`src/rtl/mem_access.sv`:
```
// ---------------------------------------------------------------------------
// mem_access
// Load/store stage between ex_mem and mem_wb. Non-memory ops pass straight
// through combinationally. A load or store runs one request/valid handshake
// on the data memory port. This stage also does:
//   - byte-lane steering of the store data and byte enables
//   - sign or zero extension of load data
//   - detection of misaligned accesses and of memory timeouts
// stall_req holds the pipeline while an access is in flight.
//
// Ports
//   clk, rst              core clock; asynchronous active-low reset
//   mem_valid_i           op is a load/store
//   mem_rw_i              1 = store, 0 = load
//   mem_size_i            00 byte, 01 half, 10 word, 11 dword
//   mem_unsigned_i        load zero-extends when 1, sign-extends when 0
//   result_i              ALU result / effective address
//   store_data_i          right-aligned store data
//   reg_write_addr_i/_o   destination register (passed through)
//   reg_write_enable_i/_o destination write enable
//   stall_i               hold this stage while in DONE
//   result_o              value to mem_wb
//   stall_req             stall request to pipeline control
//   misalign_o, timeout_o error flags, high while in DONE
//   data_mem_*            registered request side of the data memory port
//   data_mem_valid/rdata  memory response
//
// State table
//   IDLE | no access in flight; pass-through or launch a new access
//   BUSY | request presented, waiting for data_mem_valid or timeout
//   DONE | access finished; present load data or error for one cycle
// ---------------------------------------------------------------------------
module mem_access #(
  parameter int unsigned TIMEOUT_CYCLES = 255
) (
  input  logic        clk,
  input  logic        rst,
  input  logic        mem_valid_i,
  input  logic        mem_rw_i,
  input  logic [1:0]  mem_size_i,
  input  logic        mem_unsigned_i,
  input  logic [63:0] result_i,
  input  logic [63:0] store_data_i,
  input  logic [4:0]  reg_write_addr_i,
  input  logic        reg_write_enable_i,
  input  logic        stall_i,
  output logic [63:0] result_o,
  output logic [4:0]  reg_write_addr_o,
  output logic        reg_write_enable_o,
  output logic        stall_req,
  output logic        misalign_o,
  output logic        timeout_o,
  output logic        data_mem_req,
  output logic        data_mem_rw,
  output logic [63:0] data_mem_addr,
  output logic [63:0] data_mem_wdata,
  output logic [7:0]  data_mem_wstrb,
  input  logic        data_mem_valid,
  input  logic [63:0] data_mem_rdata
);

  typedef enum logic [1:0] {
    ST_IDLE = 2'd0,
    ST_BUSY = 2'd1,
    ST_DONE = 2'd2
  } state_t;

  state_t      r_state;
  state_t      w_state_next;

  logic        r_req;
  logic        r_rw;
  logic [63:0] r_addr;
  logic [63:0] r_wdata;
  logic [7:0]  r_wstrb;
  logic [63:0] r_load;
  logic [15:0] r_cnt;
  logic        r_misalign;
  logic        r_timeout;

  logic [2:0]  w_off;
  logic [5:0]  w_shamt;
  logic        w_misaligned;
  logic [7:0]  w_wstrb;
  logic [63:0] w_wdata;
  logic [63:0] w_rshift;
  logic [63:0] w_load_ext;
  logic [15:0] w_cnt_inc;
  logic        w_timeout_hit;

  // Byte offset within the aligned 8-byte word; the shift amount is in bits.
  assign w_off   = result_i[2:0];
  assign w_shamt = {w_off, 3'b000};
  assign w_wdata = store_data_i << w_shamt;
  assign w_rshift = data_mem_rdata >> w_shamt;

  // The counter value after this BUSY cycle is compared against the limit,
  // so the request is held for exactly TIMEOUT_CYCLES BUSY cycles.
  assign w_cnt_inc     = r_cnt + 16'd1;
  assign w_timeout_hit = (w_cnt_inc == 16'(TIMEOUT_CYCLES));

  always_comb begin
    w_misaligned = 1'b0;
    case (mem_size_i)
      2'b01:   w_misaligned = result_i[0];
      2'b10:   w_misaligned = |result_i[1:0];
      2'b11:   w_misaligned = |result_i[2:0];
      default: w_misaligned = 1'b0;
    endcase
  end

  always_comb begin
    w_wstrb = 8'h00;
    case (mem_size_i)
      2'b00:   w_wstrb = 8'h01 << w_off;
      2'b01:   w_wstrb = 8'h03 << w_off;
      2'b10:   w_wstrb = 8'h0F << w_off;
      default: w_wstrb = 8'hFF;
    endcase
  end

  always_comb begin
    w_load_ext = w_rshift;
    case (mem_size_i)
      2'b00: w_load_ext = mem_unsigned_i ? {56'd0, w_rshift[7:0]}
                                         : {{56{w_rshift[7]}}, w_rshift[7:0]};
      2'b01: w_load_ext = mem_unsigned_i ? {48'd0, w_rshift[15:0]}
                                         : {{48{w_rshift[15]}}, w_rshift[15:0]};
      2'b10: w_load_ext = mem_unsigned_i ? {32'd0, w_rshift[31:0]}
                                         : {{32{w_rshift[31]}}, w_rshift[31:0]};
      default: w_load_ext = w_rshift;
    endcase
  end

  always_ff @(posedge clk or negedge rst) begin
    if (!rst) begin
      r_state <= ST_IDLE;
    end else begin
      r_state <= w_state_next;
    end
  end

  always_comb begin
    w_state_next       = r_state;
    result_o           = result_i;
    reg_write_enable_o = reg_write_enable_i;
    stall_req          = 1'b0;
    case (r_state)
      ST_IDLE: begin
        if (mem_valid_i) begin
          stall_req          = 1'b1;
          reg_write_enable_o = 1'b0;
          w_state_next       = w_misaligned ? ST_DONE : ST_BUSY;
        end
      end
      ST_BUSY: begin
        stall_req          = 1'b1;
        reg_write_enable_o = 1'b0;
        // A response arriving on the timeout edge still completes the access.
        if (data_mem_valid || w_timeout_hit) begin
          w_state_next = ST_DONE;
        end
      end
      ST_DONE: begin
        if (r_misalign || r_timeout) begin
          result_o           = 64'd0;
          reg_write_enable_o = 1'b0;
        end else if (mem_rw_i) begin
          reg_write_enable_o = 1'b0;
        end else begin
          result_o = r_load;
        end
        if (!stall_i) begin
          w_state_next = ST_IDLE;
        end
      end
      default: begin
        w_state_next = ST_IDLE;
      end
    endcase
  end

  always_ff @(posedge clk or negedge rst) begin
    if (!rst) begin
      r_req      <= 1'b0;
      r_rw       <= 1'b0;
      r_addr     <= 64'd0;
      r_wdata    <= 64'd0;
      r_wstrb    <= 8'h00;
      r_load     <= 64'd0;
      r_cnt      <= 16'd0;
      r_misalign <= 1'b0;
      r_timeout  <= 1'b0;
    end else begin
      case (r_state)
        ST_IDLE: begin
          if (mem_valid_i) begin
            if (w_misaligned) begin
              r_misalign <= 1'b1;
            end else begin
              r_req   <= 1'b1;
              r_rw    <= mem_rw_i;
              r_addr  <= {result_i[63:3], 3'b000};
              r_wdata <= w_wdata;
              r_wstrb <= w_wstrb;
              r_cnt   <= 16'd0;
            end
          end
        end
        ST_BUSY: begin
          if (data_mem_valid) begin
            r_req  <= 1'b0;
            r_load <= w_load_ext;
          end else if (w_timeout_hit) begin
            r_req     <= 1'b0;
            r_timeout <= 1'b1;
          end else begin
            r_cnt <= w_cnt_inc;
          end
        end
        ST_DONE: begin
          if (!stall_i) begin
            r_cnt      <= 16'd0;
            r_misalign <= 1'b0;
            r_timeout  <= 1'b0;
          end
        end
        default: begin
          r_req <= 1'b0;
        end
      endcase
    end
  end

  assign reg_write_addr_o = reg_write_addr_i;
  assign misalign_o       = r_misalign;
  assign timeout_o        = r_timeout;
  assign data_mem_req     = r_req;
  assign data_mem_rw      = r_rw;
  assign data_mem_addr    = r_addr;
  assign data_mem_wdata   = r_wdata;
  assign data_mem_wstrb   = r_wstrb;

endmodule

```
`config.mk`:
```
export PLATFORM = sky130hd
export DESIGN_NAME = mem_access
export DESIGN_NICKNAME = d
export VERILOG_FILES = /design/src/rtl/mem_access.sv
export SDC_FILE = /design/constraint.sdc
export NUM_CORES = 1
export LEC_CHECK = 0
export CAP_MARGIN = 25
export CELL_PAD_IN_SITES_DETAIL_PLACEMENT = 0
export CELL_PAD_IN_SITES_GLOBAL_PLACEMENT = 1
export CORE_MARGIN = 8
export CORE_UTILIZATION = 34
export DETAILED_ROUTE_END_ITERATION = 16
export PLACE_DENSITY_LB_ADDON = 0.1
export SLEW_MARGIN = 5
export SYNTH_ARGS = -nofsm -noshare
export SYNTH_HDL_FRONTEND = slang
export SYNTH_SLANG_ARGS = --single-unit
```
`constraint.sdc`:
```
create_clock -name clk -period 3.05 [get_ports clk]
set_input_delay 0.61 -clock clk [delete_from_list [all_inputs] [get_ports clk]]
set_output_delay 0.61 -clock clk [all_outputs]
set_load 0.005 [all_outputs]
```
After elaboration in Yosys (flattened, before gate mapping) --
Cells that the tools add are included.
Storage, ports and cells: register bits 219, latch bits 0, RAM bits 0, memory bits (read-only) 0, input port bits 207, output and inout bits 211, word-level logic and storage cells 87, memories kept 0
Operators by class: $add $sub $neg 1, multiply operators 0, divide/modulo/power cells 0, $lt $le $gt $ge 0, eq/ne operators 15, shift operators 5, mux-type cells 38, bitwise operators 2, reduce and logical (&&, ||, !) cells 16
Operator list (count):
- $mux 64 | 6
- $pmux 64 s3 | 1
- $mux 16 | 5
- $shl 64x6->64 | 1
- $shr 64x6->64 | 1
- $pmux 16 s3 | 1
- $pmux 8 s3 | 1
- $add 16x1->16 const B | 1
- $eq 16x8->1 const B | 1
- $ne 2x2->1 const B | 8
- $mux 1 | 13
- $reduce_and 4->1 | 3
- $pmux 1 s3 | 3
- $mux 2 | 4
- $shl 1x3->8 const A | 1
- $shl 2x3->8 const A | 1
- $shl 4x3->8 const A | 1
- $eq 2x2->1 const B | 3
- $pmux 1 s2 | 3
- $pmux 2 s3 | 1
- $reduce_and 3->1 | 2
- $reduce_and 6->1 | 1
- $eq 2x1->1 const B | 2
- $logic_not 2->1 | 2
- other kinds (8) | 11

Longest topological paths before layout --
Gate-level depths: netlist of run 1.
depth after elaboration 5, depth in mapped cells 12, gate-level depth less buffers 9

Least setup slack after synthesis of run 1 --
No wires, ideal clock.
path type input -> register, start in mem_size_i[0], end reg r_cnt[12], library setup time 0.129 ns, arrival time 2.631 ns, required time 2.921 ns, slack 0.290 ns, cell stages on the path 11, path buffers 3, cells stage by stage inv_1 > ha_1 > clkbuf_1 > nor3_1 > nor2_1 > a21o_1 > buf_2 > o311a_1 > clkbuf_1 > o21ai_0 > o41ai_1
Between the ends: word-level cells in the longest chain between the ends 4, elaborated cells between the ends (all ways) 6, those cells by class eq/ne: 4; mux: 1; reduce/logical: 1
RTL lines:
- start, declared | line 40 | input logic [1:0] mem_size_i,
- $eq 2x2->1 or $eq 2x1->1 (tied branches) | line 104 | case (mem_size_i)
- $pmux 1 s3 * | line 104
- $ne 2x2->1 (no line) *
- $reduce_and 6->1 (no line) *
- end signal, assigned | line 218 | r_cnt <= w_cnt_inc;
- end, declared | line 77 | logic [15:0] r_cnt;
Mark *: on every way between the ends. The rest lies on a longest branch, timed or not. A chain may end at the register's enable or synchronous reset.

Worst setup path in the final report of run 1 --
start reg r_state[0], end out result_o[1]
Between the ends: word-level cells in the longest chain between the ends 2
RTL lines:
- start, declared | line 68 | state_t r_state;
- start signal, assigned | line 139 | r_state <= w_state_next;
- $eq 2x2->1 | line 148 | case (r_state)
- $mux 64 | line 148
- end, declared | line 47 | output logic [63:0] result_o,
No other way between the ends.

==> results.yml, run 1 <==
outcome:
  status: "finished, final reports clean"
synthesis:
  synth-main-ff-cell: "dfrtp_1"
  syn-cell-area_um2: 13000
  syn_avg_cell_area_um2: 8.24
  syn_inst: 1575
  yosysWarnings: 0
  synthArstFlopShare: 1.00
  synth_seq_area_share: 0.422
  ys_ff_latch: 219
  synthDistinctLibCells: 57
  synth-edff-count: 0
floorplan:
  dieArea_um2: 44700
  pin_count: 418
  core-area_um2: 37700
  die_w_um: 211
  start_util: 0.345
  die_y_um: 211
  rows: 71
detailed_routing:
  dr.pass1.iters: 5
  drcViolationCount: 0
  viasPerCell: 5.19
  wl_per_cell_um: 22.5
  drt_iter0_markers: 895
  wl_um: 56400
  vias: 13033
  postRouteAntennaNets: 0
setup_path:
  rrSetupSlack_ns: 0.28
  worstSetupEndpoint: "result_o[1]"
  r2r-start: "r_cnt[1]"
  ff2ff_path_depth: 8
  required_ns: 2.44
  cp_max_fo: 32
  critical_path.startpoint: "r_state[0]"
  cp-start-kind: "flip-flop"
  r2r-end: "r_cnt[1]"
  crit_path_end_kind: "output pin"
  crit_type: "reg2out"
  crit_arrival_ns: 2.37
pwr:
  pwr-share-comb: 0.434
  p_seq_frac: 0.325
  power_mw: 15.2
  netSwitchingPower_mw: 5.19
  p_per_area_nw_per_um2: 787
  ir_drop_v: 0.000613
  cellLeakagePower_nw: 8.51
  p_int_mw: 9.98
  sw_frac_of_total: 0.342
  clockPowerShare: 0.241
global_routing:
  grt_pass1_wl_um: 83400
  grt_max_degree: 84
  grt-ovfl-total: 0
  grt_antenna_before_repair: 20
  grt_pass1_vias: 12912
  grt_use_total: 0.241
place:
  placed_cell_area_um2: 18000
  dp_hpwl_um: 42400
  io_buffer_count: 404
  place.gp.congestion: 0.914
sta:
  worst_pin_slew_ns: 0.714
  clock.fmax_mhz: 336
  final.min_clock_period_ns: 2.98
  finalCritPeriodShare: 0.976
  slew_viol_final: 0
  relSlewSlack: 0.524
  hold_viol_final: 0
  skew_ns: 0.00963
  holdWs_ns: 0.0745
  finalSetupViolations: 0
cts:
  cts_tree: "done"
  clk_pin_slew_ns: 0.06
  clockBufferDepth: 3
  numCtsBuffers: 27
  clock_sinks: 219
  h-tree-depth: 1
  clk_latency_ns: 0.55
  cts-root-buf: "clkbuf_16"
  ctsHoldBuffers: 0
final_layout:
  final_common_cell: "nand2_1"
  fin_util: 0.512
  nFillCells: 3727
  layout-drive-gt1-share: 0.112
  area_growth_pct: 48.5
  stdcell_area_um2: 19300
  fin_nets: 2184
  final_cell_mix: "514 x nand2_1, 377 x clkdlybuf4s50_1, 217 x dfrtp_1, 131 x a21oi_1, 129 x o21ai_0"
min_path:
  hp-class: "in2async"
flow_run:
  cap_violations: 0
[synthesized netlist by cell type, drive strengths merged, types with 15 or more instances]
| cell | n | share of area |
|---|---|---|
| buf | 44 | 0.019 |
| mux2i | 83 | 0.064 |
| o21ai | 129 | 0.050 |
| a21oi | 142 | 0.058 |
| o22ai | 18 | 0.0087 |
| nand2 | 515 | 0.15 |
| dfrtp | 219 | 0.42 |
| clkbuf | 89 | 0.026 |
| nor2b | 19 | 0.0092 |
| nor2 | 82 | 0.024 |
| a211oi | 25 | 0.014 |
| mux2 | 16 | 0.014 |
| o31ai | 15 | 0.0087 |
| mux4 | 28 | 0.049 |
[timing repair]
item / in CTS / in global routing
resized for setup: 9 / 27
gates cloned: 2 / 2
buffers inserted: 5 / 1
endpoints found under the setup margin: 64 / 62
endpoints found under the hold margin: 0 / 0
pin swaps: 1 / 0
[sequential cells by signal, indices dropped and copies added (netlist names)]
| name | flops |
|---|---|
| data_mem_wstrb | 8 |
| data_mem_addr | 61 |
| data_mem_rw | 1 |
| misalign_o | 1 |
| data_mem_req | 1 |
| r_cnt | 16 |
| data_mem_wdata | 64 |
| r_state | 2 |
| r_load | 64 |
| timeout_o | 1 |
[per-stage QoR]
| step | std cells | setup WS, ns | setup TNS [ns] |
|---|---|---|---|
| detailed placement | 2442 | -0.0546 | -0.576 |
| CTS | 2498 | 0.0111 | 0 |
| global placement | 2442 | -0.0428 | -0.237 |
| global route | 2509 | -0.0119 | -0.0354 |
| floorplan | 1577 | 0.290 | 0 |
| finish | 2512 | 0.0743 | 0 |
[logic make-up after synthesis]
kind of cell	Yosys count	synth area share
AOI/OAI and AO/OA	403	0.186
xor gates and xnor gates	7	0.00472
adders and majority gates	7	0.00675
buffers and inverters	145	0.0479
DFF	219	0.422
muxes	127	0.126
other	1	0.000289
and+or+nand+nor	666	0.206
[worst max-delay path: stages, from the launching register on]
cell,delay [ns]
dfrtp_2,0.44
buf_4,0.15
nor2_2,0.16
o21a_4,0.24
clkbuf_16,0.26
a21oi_1,0.09
clkdlybuf4s50_1,0.47
[power by group through the flow]
stage	registers, mW	logic [mW]	clock network (mW)
6_report	4.94	6.58	3.66
5_1_grt	5.08	7.22	3.85
4_1_cts	4.94	6.57	3.74
3_5_place_dp	4.97	6.41	0
3_3_place_gp	4.94	6.36	0
2_1_floorplan	4.81	2.53	0
[area by class of cell]
| class | count | area [um2] | area share |
|---|---|---|---|
| tap | 511 | 639 | 0.0332 |
| inverter | 12 | 47.5 | 0.00247 |
| antenna | 11 | 27.5 | 0.00143 |
| clock buffer | 33 | 748 | 0.0388 |
| sequential | 219 | 5480 | 0.284 |
| multi-input combinational | 1213 | 6940 | 0.360 |
| timing repair buffer | 497 | 5120 | 0.266 |
| clock inverter | 16 | 267 | 0.0138 |
[per-layer routing]
| layer | vias up | wire length, um | GRT usage | share of wire |
|---|---|---|---|---|
| met5 | - | 123 | 0 | 0.0022 |
| met4 | 20 | 1280 | 0.0575 | 0.023 |
| met3 | 87 | 4820 | 0.0654 | 0.086 |
| met2 | 463 | 25100 | 0.366 | 0.45 |
| met1 | 6231 | 25000 | 0.337 | 0.44 |
| li1 | 6232 | - | - | - |
[worst min-delay path by stage]
stage / start / end / slack (ns) / cells past startpoint
6_report: rst / data_mem_wdata[58] / 0.07 / 1
2_1_floorplan: rst / data_mem_addr[10] / 0.31 / 0
3_5_place_dp: data_mem_addr[30] / data_mem_addr[30] / 0.46 / 2
3_3_place_gp: data_mem_addr[25] / data_mem_addr[25] / 0.46 / 2
4_1_cts: rst / r_cnt[13] / 0.1 / 1
5_1_grt: rst / data_mem_wdata[58] / 0.12 / 1
(Power assumes the default switching activity.)
==> inputs of run 2 (changes only) <==
Settings changed: PLACE_DENSITY_LB_ADDON 0.1 to 0.2.
==> results.yml, run 2 (synthesized netlist as in run 1, its figures left out) <==
outcome:
  status: "finished, final reports clean"
global_routing:
  grt_pass1_vias: 13254
  grt_antenna_before_repair: 10
  grt_pass1_wl_um: 84200
  grt_max_degree: 79
  grt_use_total: 0.242
  grt-ovfl-total: 0
pwr:
  p_int_mw: 9.42
  clockPowerShare: 0.222
  cellLeakagePower_nw: 8.39
  power_mw: 14.6
  p_seq_frac: 0.336
  ir_drop_v: 0.000433
  sw_frac_of_total: 0.356
  p_per_area_nw_per_um2: 769
  pwr-share-comb: 0.441
  netSwitchingPower_mw: 5.20
setup_path:
  required_ns: 2.44
  cp-start-kind: "flip-flop"
  cp_max_fo: 16
  crit_path_end_kind: "output pin"
  crit_type: "reg2out"
  crit_arrival_ns: 2.35
cts:
  clock_sinks: 219
  cts-root-buf: "clkbuf_16"
  ctsHoldBuffers: 0
  clk_pin_slew_ns: 0.06
  clk_latency_ns: 0.55
  clockBufferDepth: 3
  h-tree-depth: 1
  cts_tree: "done"
  numCtsBuffers: 27
floorplan:
  start_util: 0.345
  die_w_um: 211
  core-area_um2: 37700
  die_y_um: 211
  rows: 71
  pin_count: 418
  dieArea_um2: 44700
detailed_routing:
  wl_per_cell_um: 22.5
  vias: 13264
  dr.pass1.iters: 6
  drt_iter0_markers: 1038
  drcViolationCount: 0
  viasPerCell: 5.28
  wl_um: 56600
  postRouteAntennaNets: 0
final_layout:
  final_cell_mix: "515 x nand2_1, 376 x clkdlybuf4s50_1, 217 x dfrtp_1, 129 x a21oi_1, 129 x o21ai_0"
  fin_cells: 2512
  fin_util: 0.505
  fin_nets: 2189
  layout-drive-gt1-share: 0.115
  area_growth_pct: 46.6
  stdcell_area_um2: 19000
  final_common_cell: "nand2_1"
  nFillCells: 3653
sta:
  rsz0062_at_grt: "false"
  holdWs_ns: 0.0461
  relSlewSlack: 0.510
  clock.fmax_mhz: 338
  hold_viol_final: 0
  skew_ns: 0.00861
  finalCritPeriodShare: 0.971
  worst_pin_slew_ns: 0.735
  final.min_clock_period_ns: 2.96
  finalSetupViolations: 0
  slew_viol_final: 0
place:
  place.gp.congestion: 0.942
  place_inst: 2449
  placed_cell_area_um2: 18000
  io_buffer_count: 404
  dp_hpwl_um: 42600
min_path:
  hp-class: "in2async"
flow_run:
  cap_violations: 0
-- run 2: cell count changes in the layout (fill, tap and decap cells not counted), sizes merged, moves of 3 or more --
cell / before / now
dlymetal6s2s: 21 / 18
bufinv: 7 / 2
buf: 94 / 101
clkinvlp: 3 / 7
clkbuf: 35 / 32
clkinv: 5 / 9
diode: 11 / 5
dlygate4sd2: 2 / 6
-- run 2: metrics by stage --
stage	TNS [ns]	setup WS, ns
2_1_floorplan	0	0.290
3_3_place_gp	-0.277	-0.0567
3_5_place_dp	-0.595	-0.0661
4_1_cts	-0.0633	-0.0130
5_1_grt	0	0.00456
6_report	0	0.0870
-- run 2: final timing paths --
kind | start | endpoint | slack (ns) | cells past startpoint
setup / recovery | r_state[1] | result_o[51] | 0.09 | 8
setup reg to reg | r_cnt[1] | data_mem_req | 0.43 | 9
min in group clk | data_mem_addr[11] | data_mem_addr[11] | 0.47 | 2
max in group asynchronous | rst | data_mem_wstrb[4] | 2.19 | 2
hold / removal | rst | data_mem_wdata[24] | 0.05 | 1
hold reg to reg | data_mem_addr[11] | data_mem_addr[11] | 0.47 | 2
-- run 2: power groups by stage --
stage / logic [mW] / clock network, mW / registers [mW]
after detailed placement: 6.41 / 0 / 4.95
after global routing: 7.05 / 3.43 / 5.06
final: 6.45 / 3.25 / 4.92
after CTS: 6.51 / 3.33 / 4.91
after global placement: 6.36 / 0 / 4.93
after floorplan: 2.53 / 0 / 4.81
-- run 2: cell type report --
cell class              count  area [um2]  share of cell area
diodes                      5        12.5            0.000658
clock buffers              31         721              0.0379
clock inverters            19         170             0.00894
inverters                  12        45.0             0.00237
multi-input cells        1213        6930               0.364
flip-flops and latches    219        5480               0.288
well taps                 511         639              0.0336
repair buffers            502        5020               0.264
-- run 2: per-layer routing --
| layer | global-route usage | vias to the layer above | routed length (um) |
|---|---|---|---|
| met4 | 0.0630 | 8 | 1240 |
| met5 | 0 | - | 53 |
| met3 | 0.0538 | 69 | 4090 |
| li1 | - | 6234 | - |
| met2 | 0.368 | 476 | 25200 |
| met1 | 0.344 | 6477 | 25900 |
-- run 2: critical path: stages, from the launching register on --
cell	delay, ns
dfrtp_2	0.36
inv_2	0.07
nor3_2	0.19
buf_6	0.19
buf_12	0.13
buf_16	0.14
nand2_1	0.07
a21oi_1	0.14
clkdlybuf4s50_1	0.52
-- run 2: repair_timing --
action                                  4_1_cts  5_1_grt
gates cloned                                  1        1
endpoints found under the setup margin       64       55
pin swaps                                     1        1
buffers inserted                              5        1
gates resized for setup                      12       23
